## src/rtl/sync_fifo_pkg.sv

```systemverilog
// Shared constants and types for the parametrised synchronous FIFO.
package sync_fifo_pkg;

  localparam int DEF_DATA_W = 128;
  localparam int DEF_DEPTH  = 16;
  localparam int DEF_PTR_W  = $clog2(DEF_DEPTH);

  // Count needs one bit more than a pointer so that DEPTH itself is representable.
  function automatic int cnt_width(input int depth);
    return $clog2(depth) + 1;
  endfunction

  localparam int DEF_CNT_W = cnt_width(DEF_DEPTH);

  typedef struct packed {
    logic [DEF_PTR_W-1:0] wr_ptr;
    logic [DEF_PTR_W-1:0] rd_ptr;
    logic [DEF_CNT_W-1:0] count;
  } fifo_state_t;

endpackage

```

## src/rtl/sync_fifo_ram.sv

```systemverilog
// Simple dual-port storage array: one write port, one registered read port.
module sync_fifo_ram
  import sync_fifo_pkg::*;
#(
  parameter int DATA_W = DEF_DATA_W,
  parameter int DEPTH  = DEF_DEPTH
) (
  input  logic                     clk,
  input  logic                     reset,
  input  logic                     wr_en,
  input  logic [$clog2(DEPTH)-1:0] wr_addr,
  input  logic [DATA_W-1:0]        wr_data,
  input  logic                     rd_en,
  input  logic [$clog2(DEPTH)-1:0] rd_addr,
  output logic [DATA_W-1:0]        rd_data
);

  logic [DATA_W-1:0] mem [DEPTH];

  // NOTE: the array has no reset so it maps onto RAM; only the output register is cleared.
  always_ff @(posedge clk) begin
    if (wr_en) begin
      mem[wr_addr] <= wr_data;
    end
  end

  // NOTE: non-blocking assignments for every flop, so edge-ordering between blocks never matters.
  always_ff @(posedge clk) begin
    if (reset) begin
      rd_data <= '0;
    end else if (rd_en) begin
      rd_data <= mem[rd_addr];
    end
  end

endmodule

```

## src/rtl/sync_fifo_param.sv

```systemverilog
// Parametrised single-clock FIFO with programmable almost-full/almost-empty thresholds.
// Define SYNC_FIFO_ERR_EN to add sticky o_overflow/o_underflow flags and i_clr_err.
module sync_fifo_param
  import sync_fifo_pkg::*;
#(
  parameter int DATA_W = DEF_DATA_W,
  parameter int DEPTH  = DEF_DEPTH,
  parameter int CNT_W  = cnt_width(DEPTH)
) (
  input  logic              clk,
  input  logic              reset,
  input  logic              i_wren,
  input  logic [DATA_W-1:0] i_wrdata,
  input  logic              i_rden,
  output logic [DATA_W-1:0] o_rddata,
  output logic              o_full,
  output logic              o_empty,
  output logic              o_alm_full,
  output logic              o_alm_empty,
  input  logic [CNT_W-1:0]  i_alm_full_th,
  input  logic [CNT_W-1:0]  i_alm_empty_th,
`ifdef SYNC_FIFO_ERR_EN
  output logic              o_overflow,
  output logic              o_underflow,
  input  logic              i_clr_err,
`endif
  output logic [CNT_W-1:0]  o_count
);

  localparam int PTR_W = $clog2(DEPTH);

  logic [PTR_W-1:0] wr_ptr;
  logic [PTR_W-1:0] rd_ptr;
  logic [CNT_W-1:0] count;
  logic [CNT_W-1:0] count_nxt;
  logic             wr_acc;
  logic             rd_acc;

  assign o_count     = count;
  assign o_full      = (count == CNT_W'(DEPTH));
  assign o_empty     = (count == '0);
  assign o_alm_full  = (count >= i_alm_full_th);
  assign o_alm_empty = (count <= i_alm_empty_th);
  assign wr_acc      = i_wren & ~o_full;
  assign rd_acc      = i_rden & ~o_empty;

  always_comb begin
    // NOTE: default assigned first so no path through the case can infer a latch.
    count_nxt = count;
    case ({wr_acc, rd_acc})
      2'b10:   count_nxt = count + CNT_W'(1);
      2'b01:   count_nxt = count - CNT_W'(1);
      default: count_nxt = count;
    endcase
  end

  // Pointers wrap naturally at DEPTH because DEPTH is a power of two.
  always_ff @(posedge clk) begin
    if (reset) begin
      wr_ptr <= '0;
      rd_ptr <= '0;
      count  <= '0;
    end else begin
      if (wr_acc) wr_ptr <= wr_ptr + PTR_W'(1);
      if (rd_acc) rd_ptr <= rd_ptr + PTR_W'(1);
      count <= count_nxt;
    end
  end

  sync_fifo_ram #(
    .DATA_W (DATA_W),
    .DEPTH  (DEPTH)
  ) u_ram (
    .clk     (clk),
    .reset   (reset),
    .wr_en   (wr_acc),
    .wr_addr (wr_ptr),
    .wr_data (i_wrdata),
    .rd_en   (rd_acc),
    .rd_addr (rd_ptr),
    .rd_data (o_rddata)
  );

`ifdef SYNC_FIFO_ERR_EN
  // A clear in the same cycle as an offending request wins.
  always_ff @(posedge clk) begin
    if (reset || i_clr_err) begin
      o_overflow  <= 1'b0;
      o_underflow <= 1'b0;
    end else begin
      o_overflow  <= o_overflow  | (i_wren & o_full);
      o_underflow <= o_underflow | (i_rden & o_empty);
    end
  end
`endif

endmodule

```

## config.mk

```make
export PLATFORM = sky130hd
export DESIGN_NAME = sync_fifo_param
export DESIGN_NICKNAME = d
export VERILOG_FILES = /design/src/rtl/sync_fifo_pkg.sv /design/src/rtl/sync_fifo_ram.sv /design/src/rtl/sync_fifo_param.sv
export SDC_FILE = /design/constraint.sdc
export NUM_CORES = 2
export LEC_CHECK = 0
export ABC_AREA = 1
export BUFFER_PORTS_ARGS = -buffer_cell sky130_fd_sc_hd__buf_2
export CORE_MARGIN = 2
export CORE_UTILIZATION = 35
export DETAILED_ROUTE_END_ITERATION = 16
export PLACE_DENSITY_LB_ADDON = 0.12
export SYNTH_ARGS = -nofsm -noshare
export SYNTH_HDL_FRONTEND = slang
export SYNTH_SLANG_ARGS = --single-unit
```

## constraint.sdc

```tcl
create_clock -name clk -period 15.7 [get_ports clk]
set_input_delay 1.57 -clock clk [delete_from_list [all_inputs] [get_ports clk]]
set_output_delay 1.57 -clock clk [all_outputs]
set_load 0.03 [all_outputs]
```

==> insert_results.sql <==
INSERT INTO impl_metrics (metric_group, metric, value, unit) VALUES
('status', 'status', 'complete, but fails checks', ''),
('status', 'violations_in_the_final_reports', 'slew limit', ''),
('routing', 'vias', '58298', ''),
('power', 'power.ir.vdd_worst', '0.000137', 'V'),
('final_layout', 'synthToLayoutAreaGrowth', '13.7', '%'),
('sta', 'finalSetupViolCount', '0', ''),
('sta', 'clock-skew-final', '0.0609', 'ns'),
('sta', 'setup_tns', '0', 'ns'),
('routing', 'drt-initial-drc-count', '4613', ''),
('global_route', 'gr-usage-all-layers', '19.9', '%'),
('setup_path', 'critical_path.max_fanout', '70', ''),
('logic_synthesis', 'synth-seq-area-share', '71.6', '%'),
('sta', 'finalWorstPathRequiredPeriod', '5.08', 'ns'),
('setup_path', 'crit_chain', 'buf_4 > buf_4 > buf_4 > buf_4 > nand3_1 > nand2_1 > nand2_1 > nand3_1 > nand3_1 > nand2_1 > inv_1', ''),
('global_route', 'grt_start_max_net_pins', '242', ''),
('placed_design', 'buffer_ports.inserted', '278', ''),
('sta', 'fin_crit_sh', '32.4', '%'),
('clock_tree', 'htree_num_levels', '4', ''),
('placed_design', 'place.gp.congestion', '0.740', ''),
('final_layout', 'layout-drive-gt1-share', '9.45', '%'),
('floorplan', 'die-height', '510', 'µm'),
('power', 'powerDensity', '163', 'nW/µm²'),
('placed_design', 'hpwlAfterDp', '128000', 'µm'),
('routing', 'wl_cell', '22.0', 'µm'),
('clock_tree', 'ctsHoldBuffers', '0', ''),
('clock_tree', 'tritoncts.num_buffers', '237', ''),
('setup_path', 'worst_path_max_delay_cell', 'sky130_fd_sc_hd__buf_4', ''),
('sta', 'worst_slew_pin_slew', '1.51', 'ns'),
('floorplan', 'initial_cell_density_of_the_core', '35.3', '%'),
('logic_synthesis', 'synth_area', '89800', 'µm²'),
('logic_synthesis', 'syn_inst', '8196', ''),
('logic_synthesis', 'number_of_synthesized_register_bits', '2189', ''),
('sta', 'rsz0062_at_grt', 'no', ''),
('clock_tree', 'clock_sinks', '2189', ''),
('clock_tree', 'tritoncts', 'built', ''),
('floorplan', 'row_count', '185', ''),
('logic_synthesis', 'synthesis.nets', '8358', ''),
('sta', 'fmax', '197', 'MHz'),
('sta', 'report.final.hold_viol_count', '0', ''),
('final_layout', 'finalNetCount', '8492', ''),
('routing', 'routed_via_density', '4.89', ''),
('routing', 'routed_wire_length', '262000', 'µm'),
('clock_tree', 'clk_pin_slew', '0.06', 'ns'),
('sta', 'slew_violations', '30', ''),
('clock_tree', 'ctsRootBufferMaster', 'sky130_fd_sc_hd__clkbuf_16', ''),
('setup_path', 'arrival', '5.86', 'ns'),
('clock_tree', 'clock_tree.buffer_depth', '3', ''),
('logic_synthesis', 'area_contributors_post_synth', 'sky130_fd_sc_hd__edfxtp_1, sky130_fd_sc_hd__nand2_1, sky130_fd_sc_hd__nand3_1', ''),
('setup_path', 'worst_setup_sp_type', 'flop', ''),
('floorplan', 'placeable_area', '255000', 'µm²'),
('routing', 'drc_errors_left', '0', ''),
('setup_path', 'setup.worst_path.end_class', 'flop', ''),
('setup_path', 'crit_buf_inv', '5', ''),
('run', 'max_cap_violations', '0', ''),
('floorplan', 'die-width', '510', 'µm'),
('logic_synthesis', 'synth.yosys.warnings', '0', ''),
('power', 'final_total_pwr', '16.6', 'mW'),
('logic_synthesis', 'synth.distinct_cells', '25', ''),
('power', 'p_leak', '40.2', 'nW'),
('floorplan', 'boundaryPins', '279', ''),
('clock_tree', 'buffers_inserted_by_post_cts_timing_repair', '0', ''),
('setup_path', 'setup.worst_path.class', 'reg -> reg', ''),
('routing', 'antenna_left', '0', ''),
('routing', 'firstDrtPassIters', '6', ''),
('logic_synthesis', 'synth_top_cell_area_share', '68.5', '%'),
('hold_path', 'hp-class', 'reg -> reg', ''),
('setup_path', 'worst_path_most_repeated_cell', 'sky130_fd_sc_hd__buf_4', ''),
('global_route', 'first_global_vias', '56950', ''),
('clock_tree', 'clk_latency', '0.91', 'ns'),
('logic_synthesis', 'synth_largest_area_cell', 'sky130_fd_sc_hd__edfxtp_1', ''),
('final_layout', 'layout.cells.most_common', 'sky130_fd_sc_hd__nand2_1', ''),
('setup_path', 'crit_required', '16.47', 'ns'),
('clock_tree', 'post_cts_resize_count', '0', ''),
('global_route', 'globalRouteOverflowTotal', '0', ''),
('setup_path', 'cp_top_delay_family', 'buffers and inverters', ''),
('floorplan', 'dieArea', '261000', 'µm²'),
('global_route', 'global_route_wire_length_before_repair', '386000', 'µm'),
('final_layout', 'most_frequent_cells_in_the_layout', 'sky130_fd_sc_hd__nand2_1, sky130_fd_sc_hd__edfxtp_1, sky130_fd_sc_hd__nand3_1', ''),
('logic_synthesis', 'avgSynthCellArea', '11.0', 'µm²'),
('global_route', 'grt_antenna_before_repair', '44', ''),
('sta', 'slew_headroom', '-0.851', '%'),
('setup_path', 'worst_path_largest_cell_delay', '0.99', 'ns');
-- stage by stage --
step	utilization [%]	cells	hold WS (ns)	area (µm²)	worst slack, ns
after floorplan	-	8196	0.472	89800	7.81
after global placement	37.0	11457	0.498	94100	9.96
after detailed placement	37.0	11457	0.493	94100	9.91
after CTS	40.1	11902	0.502	102000	10.67
after global routing	40.1	11911	0.529	102000	10.43
final	40.1	11914	0.504	102000	10.62
-- report_power, final --
group	total [mW]	internal [mW]	switching [mW]
clock network	5.65	3.28	2.37
logic	4.14	1.10	3.05
registers	6.84	6.66	0.188
total	16.6	11.0	5.60
-- tightest hold or removal path: stages, from the launching register on --
cell and delay (ns):
sky130_fd_sc_hd__dfxtp_1 0.33, sky130_fd_sc_hd__nand2_1 0.07, sky130_fd_sc_hd__a21oi_1 0.06
-- final timing paths --
path	from	end	slack [ns]	depth (start not counted)
hold / removal	wr_ptr[3]	wr_ptr[3]	0.50	2
hold reg to reg	wr_ptr[3]	wr_ptr[3]	0.50	2
setup reg to reg	rd_ptr[1]	u_ram.rd_data[74]	10.62	11
setup / recovery	rd_ptr[1]	u_ram.rd_data[74]	10.62	11
-- layer usage --
| metal | vias to the layer above | track usage (%) | wire (µm) |
|---|---|---|---|
| met4 | 18 | 5.39 | 5950 |
| li1 | 27691 | - | - |
| met3 | 380 | 2.91 | 13000 |
| met5 | - | 0 | 115 |
| met2 | 1441 | 32.2 | 122000 |
| met1 | 28768 | 28.0 | 121000 |
-- final cells by class --
cell class                 instances  area, µm²
clock buffer                     305       6340
multi-input combinational       4814      20600
inverter                         725       2770
timing repair buffer             363       2170
sequential                      2189      64300
fill                           24567     153000
antenna                           12       30.0
tap                             3366       4210
clock inverter                   140       1590
-- cell usage after synthesis, drive strengths merged --
cell type and number:
a21oi 47, buf 365, clkbuf 103, dfxtp 141
edfxtp 2048, fa 1, ha 19, inv 725
nand2 2865, nand3 1492, nand4 2, nor2 241
nor3 1, nor3b 1, o21ai 62, o21bai 2
o22ai 1, or2 75, xnor2 1, xor2 4
-- registers in the layout (all words and copies together), names as in the netlist --
name / flops
o_count: 5
rd_ptr: 4
u_ram.mem: 2048
u_ram.rd_data: 128
wr_ptr: 4
-- logic make-up (layout without fill, tap and decap cells) --
| family | Yosys count | in the layout | synth area share (%) |
|---|---|---|---|
| adders and majority gates | 20 | 20 | 0.287 |
| and+or+nand+nor | 4677 | 4677 | 21.9 |
| DFF | 2189 | 2189 | 71.6 |
| xor gates and xnor gates | 5 | 5 | 0.0488 |
| other | 0 | 12 | 0 |
| buffers and inverters | 1193 | 1533 | 5.54 |
| AOI/OAI and AO/OA | 112 | 112 | 0.631 |
Note: power is estimated with default switching activity, not from simulation.
